$ cat src/rtl/gc_rx_multi.sv
// gc_rx_multi: multi-channel GameCube-style controller frame receiver.
// Each channel synchronises its data line, detects falling edges and samples
// the line SAMPLE_DELAY cycles after each edge, assembling 64-bit button
// frames (mode 0) or 24-bit ID frames (mode 1), first bit at the MSB.
// Optional feature: define GC_RX_TIMEOUT_EN to abort frames whose line stays
// idle for TIMEOUT_CYCLES cycles while waiting for the next bit.
module gc_rx_multi #(
    parameter int CHANNELS       = 4,
    parameter int SAMPLE_DELAY   = 200,
    parameter int TIMEOUT_CYCLES = 2000
) (
    input  logic                     clk,
    input  logic                     rst,
    input  logic [CHANNELS-1:0]      data_in,
    input  logic [CHANNELS-1:0]      send,
    input  logic [CHANNELS-1:0]      mode,
    output logic [64*CHANNELS-1:0]   rx_data,
    output logic [24*CHANNELS-1:0]   rx_id,
    output logic [CHANNELS-1:0]      data_valid,
    output logic [CHANNELS-1:0]      id_valid,
    output logic [CHANNELS-1:0]      rx_timeout,
    output logic [CHANNELS-1:0]      busy
);

    localparam int SW = $clog2(SAMPLE_DELAY + 1);
    localparam int TW = $clog2(TIMEOUT_CYCLES + 1);
    localparam logic [63:0] NEUTRAL = 64'h8080808080800000;

    typedef enum logic [1:0] {IDLE, ARMED, SAMPLE} state_t;

    genvar gi;
    generate
        for (gi = 0; gi < CHANNELS; gi++) begin : g_ch
            logic [2:0]    r_sync;      // [0]=s1, [1]=s2, [2]=s3
            state_t        r_state;
            logic [SW-1:0] r_samp;
            logic [6:0]    r_bits;
            logic [62:0]   r_shift;
            logic          r_send_d;
            logic          r_len24;
            logic [63:0]   r_data;
            logic [23:0]   r_id;
            logic          r_dv;
            logic          r_iv;
            logic          w_fall;
            logic [63:0]   w_shift_next;
            logic [6:0]    w_bits_next;
            logic          w_last;
`ifdef GC_RX_TIMEOUT_EN
            logic [TW-1:0] r_tcnt;
            logic          r_to;
`endif

            assign w_fall       = !r_sync[1] && r_sync[2];
            assign w_shift_next = {r_shift, r_sync[2]};
            assign w_bits_next  = r_bits + 7'd1;
            assign w_last       = (w_bits_next == (r_len24 ? 7'd24 : 7'd64));

            // Three-flop synchroniser; idles high like the physical line.
            always_ff @(posedge clk) begin
                if (rst) r_sync <= 3'b111;
                else     r_sync <= {r_sync[1:0], data_in[gi]};
            end

            // Latch the frame length on the cycle the transmitter releases the line.
            always_ff @(posedge clk) begin
                if (rst) begin
                    r_send_d <= 1'b0;
                    r_len24  <= 1'b0;
                end else begin
                    r_send_d <= send[gi];
                    if (r_send_d && !send[gi]) r_len24 <= mode[gi];
                end
            end

            // Per-channel receive FSM with registered frame outputs and pulses.
            always_ff @(posedge clk) begin
                if (rst) begin
                    r_state <= IDLE;
                    r_samp  <= '0;
                    r_bits  <= '0;
                    r_shift <= '0;
                    r_data  <= NEUTRAL;
                    r_id    <= '0;
                    r_dv    <= 1'b0;
                    r_iv    <= 1'b0;
`ifdef GC_RX_TIMEOUT_EN
                    r_tcnt  <= '0;
                    r_to    <= 1'b0;
`endif
                end else begin
                    r_dv <= 1'b0;
                    r_iv <= 1'b0;
`ifdef GC_RX_TIMEOUT_EN
                    r_to <= 1'b0;
`endif
                    if (send[gi]) begin
                        // Transmitter owns the line: restart reception from scratch.
                        r_state <= ARMED;
                        r_samp  <= '0;
                        r_bits  <= '0;
                        r_shift <= '0;
`ifdef GC_RX_TIMEOUT_EN
                        r_tcnt  <= '0;
`endif
                    end else begin
                        case (r_state)
                            IDLE: r_state <= IDLE;
                            ARMED: begin
                                if (w_fall) begin
                                    r_state <= SAMPLE;
                                    r_samp  <= SW'(1);
                                end
`ifdef GC_RX_TIMEOUT_EN
                                else if (r_tcnt == TW'(TIMEOUT_CYCLES - 1)) begin
                                    r_to    <= 1'b1;
                                    r_state <= IDLE;
                                end else begin
                                    r_tcnt <= r_tcnt + TW'(1);
                                end
`endif
                            end
                            SAMPLE: begin
                                if (r_samp == SW'(SAMPLE_DELAY)) begin
                                    r_shift <= w_shift_next[62:0];
                                    r_bits  <= w_bits_next;
`ifdef GC_RX_TIMEOUT_EN
                                    r_tcnt  <= '0;
`endif
                                    if (w_last) begin
                                        r_state <= IDLE;
                                        if (r_len24) begin
                                            r_id <= w_shift_next[23:0];
                                            r_iv <= 1'b1;
                                        end else begin
                                            r_data <= w_shift_next;
                                            r_dv   <= 1'b1;
                                        end
                                    end else begin
                                        r_state <= ARMED;
                                    end
                                end else begin
                                    r_samp <= r_samp + SW'(1);
                                end
                            end
                            default: r_state <= IDLE;
                        endcase
                    end
                end
            end

            assign rx_data[64*gi +: 64] = r_data;
            assign rx_id[24*gi +: 24]   = r_id;
            assign data_valid[gi]       = r_dv;
            assign id_valid[gi]         = r_iv;
            assign busy[gi]             = (r_state != IDLE);
`ifdef GC_RX_TIMEOUT_EN
            assign rx_timeout[gi]       = r_to;
`else
            assign rx_timeout[gi]       = 1'b0;
`endif
        end
    endgenerate

endmodule

$ cat config.mk
export PLATFORM = sky130hd
export DESIGN_NAME = gc_rx_multi
export DESIGN_NICKNAME = d
export VERILOG_FILES = /design/src/rtl/gc_rx_multi.sv
export SDC_FILE = /design/constraint.sdc
export NUM_CORES = 1
export LEC_CHECK = 0
export ABC_AREA = 0
export ABC_CLOCK_PERIOD_IN_PS = 4500
export CORE_MARGIN = 8
export CORE_UTILIZATION = 40
export CTS_BUF_LIST = sky130_fd_sc_hd__clkbuf_8
export CTS_CLUSTER_SIZE = 28
export DETAILED_ROUTE_END_ITERATION = 6
export GPL_ROUTABILITY_DRIVEN = 0
export PLACE_DENSITY = 0.69
export RECOVER_POWER = 100
export SYNTH_ARGS = -nofsm -noshare
export SYNTH_HDL_FRONTEND = slang
export SYNTH_SLANG_ARGS = --single-unit
$ cat constraint.sdc
create_clock -name clk -period 4.5 [get_ports clk]
set_input_delay 0.45 -clock clk [delete_from_list [all_inputs] [get_ports clk]]
set_output_delay 0.45 -clock clk [all_outputs]
set_load 0.02 [all_outputs]
* Word level (Yosys, flattened, before mapping) *
Index checks and enable logic that the tools add are counted.

word-level totals
  bits in read-only memories = 0
  memories = 0
  latch bits = 0
  output and inout bits = 368
  bits in writable memories = 0
  register bits after elaboration = 700
  bits of input ports = 14

operators by class
  multiply operators = 0
  multiplexer cells = 44
  add/sub/neg operators = 8
  bitwise gates (word level) = 20
  shift-type cells = 0
  equal/unequal tests = 36
  $lt $le $gt $ge = 0
  div/mod/pow operators = 0
  reduce and logical (&&, ||, !) cells = 56

operators by type and width
  operator             number
  $mux 8               8
  $pmux 8 s2           4
  $reduce_and 5->1     8
  $add 8x1->8 const B  4
  $eq 8x8->1 const B   4
  $add 7x1->7 const B  4
  $eq 7x7->1           4
  $mux 7               4
  $ne 2x2->1 const B   12
  $ne 3x3->1 const B   8
  $reduce_and 2->1     12
  $not 1->1            20
  $reduce_or 5->1      4
  $mux 1               16
  $mux 2               8
  $pmux 2 s2           4
  $reduce_bool 2->1    8
  $reduce_and 3->1     4
  $eq 2x1->1 const B   4
  $eq 2x2->1 const B   4
  $logic_and 1x1->1    8
  $logic_not 1->1      8
  $reduce_or 2->1      4

* Logic depth before layout (Yosys ltp) *
  word-level depth = 6
  gate-level depth with buffers = 10
  gate-level depth less buffers = 7

* Least setup slack after synthesis *
Ideal clock, no wire load.

  kind = reg2reg
  start point = register g_ch[2].r_bits[0]
  end point = register g_ch[2].r_id[10]
  data arrival time = 2425 ps
  cell stages (with the launch flop) = 10
  period minus slack after synthesis = 2544 ps
  path buffers = 3
  path slack = 1956 ps
  path through = dfxtp_1 ha_1 nand3_1 or3_4 a2111o_1 buf_6 a2111o_1 buf_6 buf_8 mux2i_1

on the way
  longest elaborated chain between the ends = 3

RTL lines
  what                        line  text
  start, declared             37    logic [6:0] r_bits;
  start signal, assigned      126   r_bits <= w_bits_next;
  $add 7x1->7                 56    assign w_bits_next = r_bits + 7'd1;
  $eq 7x7->1                  57    assign w_last = (w_bits_next == (r_len24 ? 7'd24 : 7'd64));
  $reduce_and 5->1 (no line)  n/a
  end signal, assigned        133   r_id <= w_shift_next[23:0];
  end, declared               42    logic [23:0] r_id;

Every way passes these cells.
A chain may end at the register's enable or synchronous reset.

* Worst setup path after layout *
  start point = register g_ch[1].r_samp[3]
  end point = register g_ch[1].r_bits[5]

on the way
  longest elaborated chain between the ends = 2

RTL lines
  what                        line  text
  start, declared             36    logic [SW-1:0] r_samp;
  start signal, assigned      143   r_samp <= r_samp + SW'(1);
  $eq 8x8->1                  124   if (r_samp == SW'(SAMPLE_DELAY)) begin
  $reduce_and 2->1 (no line)  n/a
  end signal, assigned        126
  end, declared               37

Every way passes these cells.

==> impl_results.md <==
* P&R area growth vs syn at 24.01%
* Post-Syn Area at 26820 µm²
* Placed cells at approximately 4200
* Vias in the first global route at between 20000 and 25000
* Top cell type's share of synthesized area at approximately 52%
* CTS Buf Count at 114
* Largest delay share family, worst path: simple AND/OR/NAND/NOR gates
* PwrDens at around 360 nW/µm²
* Fin. Hold Viols at 0
* Min Hold Slack at approximately 94 ps
* Sum Neg Setup Slack at 0 ps
* Post-Syn Area per Cell at 8.453 µm²
* Worst EP arrival at just over 4000 ps
* Post-route cell area at ~33000 µm²
* Number of library cell types mapped by synthesis at 51
* Max stage delay on crit path at around 1400 ps
* Overflow after GRT at 0
* Slew HR at -55.47%
* Antenna-violating nets left at 0
* Worst-margin pin slew at around 2300 ps
* CP Class: flop to flop
* Yosys top cell by area: dfxtp_1
* Primary FF master, synth: dfxtp_1
* Worst EP required at between 5000 and 6000 ps
* Fraction of layout cells with a size suffix above 1 at about 6.4%
* Die area at between 70000 and 80000 µm²
* Post_cts resized at 0
* Tot GR Track Use at about 17%
* Critical Path, Cell by Cell: or3b_2, nor3_1, clkbuf_1, nand4_1, xnor2_1, nor2_1
* IO Port Bufs at 377
* Cell row count at 95
* Crit path capture type: flop
* Setup crit start kind: flop
* Synth Instances at 3173
* CTS tree: done
* Placed cell areas at 31070 µm²
* R2r setup slk at about 970 ps
* Vias at 22150
* Setup violations, final at 0
* Buffer count from post-CTS setup fixing at 0
* Worst Path Max Fanout at 17
* Post-DR vias/cell at roughly 5.0
* Violated checks: capacitance limit, slew limit
* Cts hold-fix bufs at 0
* Number of DRC markers in iteration 0 at approximately 1400
* Max-slew violation count at about 180
* Nets at between 3000 and 4000
* Leak at 13.47 nW
* Worst clock skew at ~36 ps
* Number of flops mapped to enable cells by yosys at 0
* Ys async rst share at 0%
* Final min period at 3531 ps
* Clk_lat worst skew at 700 ps
* Die Wd at roughly 270 µm
* Die Y at 274.9 µm
* Crit path buf inv count at 1
* Ys Warns at 0
* CP max-delay cell: nor3_1
* DR WL/cell at about 16 µm
* Clk root buf: clkbuf_8
* Fmax at between 200 and 300 MHz
* Status: finished with violations
* CTS Buffer Depth at 3
* Initial antenna violation count at 1
* Post-Route WL at roughly 69000 µm
* Clock sinks at 700
* Worst vdd ir at ~230 µV
* Layout Cells excl Fill at ~4400
* Global-route wire length before repair at between 100000 and 150000 µm
* Drt first pass iters at 6
* Number of H-tree levels at 3
* Fin crit share at 78.47%
* Core footprint at approximately 67000 µm²
* Hold Crit Class: primary input to flop
* Flops & latches, synth at 700
* Io pins at approximately 380
* Clock Pin Slew Worst Setup and Hold Paths at 60 ps
* Synth top area cells: dfxtp_1, nand2_1, mux2i_1, a21oi_1, nand3_1
* Largest net degree at the start of global routing at 103
* Max-cap violations at 5
* DRC errors left at 0
* DP HPWL at 44140 µm
* Register area share after synthesis at approximately 52%
* Total power at roughly 0.012 W
* Initial Utilization at between 40% and 50%
* RSZ-0062 raised after global routing: false
-- worst reg2reg max path, cell delays in order (launching register included) --
cell      delay [ps]
dfxtp_1          380
or3b_2           490
nor3_1          1360
clkbuf_1         700
nand4_1          200
xnor2_1          170
nor2_1            50
-- layer usage --
layer / up-vias / wire, µm / GRT usage (%)
met4: 0 / 1387 / 5.421
li1: 11160 / - / -
met5: - / 0 / 0
met1: 10370 / 31010 / 22.45
met3: 96 / 4694 / 4.562
met2: 521 / 31640 / 27.94
-- state kept, by name (all words and copies together), names as in the netlist --
| signal | flops |
|---|---|
| g_ch.r_shift | 252 |
| g_ch.r_state | 8 |
| g_ch.r_len24 | 4 |
| g_ch.r_dv | 4 |
| g_ch.r_samp | 32 |
| g_ch.r_data | 256 |
| g_ch.r_id | 96 |
| g_ch.r_send_d | 4 |
| g_ch.r_sync | 12 |
| g_ch.r_iv | 4 |
| g_ch.r_bits | 28 |
-- cells by family after synthesis --
group	count (synthesis)	share of synthesized area (%)
fa+ha+maj	28	1.306
xor+xnor	58	1.894
flops	700	52.25
other cells	1	0.01398
compound gates	593	11.77
simple gates	1277	19.71
mux	228	8.509
buf+inv	288	4.548
-- cell usage after synthesis, types with 22 or more instances --
| cell | number |
|---|---|
| xor2_1 | 22 |
| dfxtp_1 | 700 |
| nor2_1 | 90 |
| xnor2_1 | 36 |
| nand2_1 | 927 |
| mux2i_1 | 228 |
| o21ai_0 | 137 |
| inv_1 | 40 |
| nand3_1 | 152 |
| clkbuf_1 | 199 |
| nand4_1 | 24 |
| ha_1 | 28 |
| a21oi_1 | 397 |
-- area by class of cell --
class / count / area (µm²)
Clock buffer: 136 / 1872
Timing Repair Buffer: 421 / 4076
Antenna cell: 1 / 2.502
Sequential cell: 700 / 14010
Multi-Input combinational cell: 2188 / 11650
Fill cell: 6397 / 33540
Tap cell: 873 / 1092
Inverter: 41 / 161.4
Clock inverter: 58 / 395.4
-- path summary, 6_finish.rpt --
| path | startpoint | endpoint | cells after the start |
|---|---|---|---|
| worst max-delay path | g_ch[1].r_samp[3] | g_ch[1].r_bits[5] | 6 |
| worst max register to register | g_ch[1].r_samp[3] | g_ch[1].r_bits[5] | 6 |
| worst min-delay path | rst | g_ch[1].r_send_d | 2 |
| worst min register to register | g_ch[3].r_sync[0] | g_ch[3].r_sync[1] | 1 |
-- layout by cell type (no fill, tap or decap), types with 6 or more instances in the layout --
cell,n
nand2_1,924
dfxtp_1,700
clkdlybuf4s50_1,9
inv_1,77
ha_1,28
a31oi_1,9
a211oi_1,15
xnor2_1,36
or2_2,13
clkbuf_1,7
nor4_1,8
nand4_1,24
nor2b_1,6
clkinv_2,9
mux2i_1,228
a21oi_1,397
clkbuf_8,136
nand2b_1,6
buf_4,30
nor2_1,90
xor2_1,22
o21ai_0,137
nand3_1,150
nor3_1,11
a21o_1,7
and3_1,20
dlygate4sd3_1,367
clkbuf_2,6
a2111o_1,6
-- per-stage QoR --
step	setup slack [ps]	utilization (%)
2_1_floorplan	1956	-
4_1_cts	1531	49.90
3_3_place_gp	1613	46.51
6_report	968.7	49.79
5_1_grt	707.6	49.79
3_5_place_dp	1584	46.51
-- where the power goes --
group          internal, W  leakage [nW]  switching (W)
registers          0.00621          5.64     0.00000891
clock network      0.00296          1.30        0.00250
logic            0.0000432          6.53       0.000174
No activity file was read; power rests on OpenSTA's default activity.
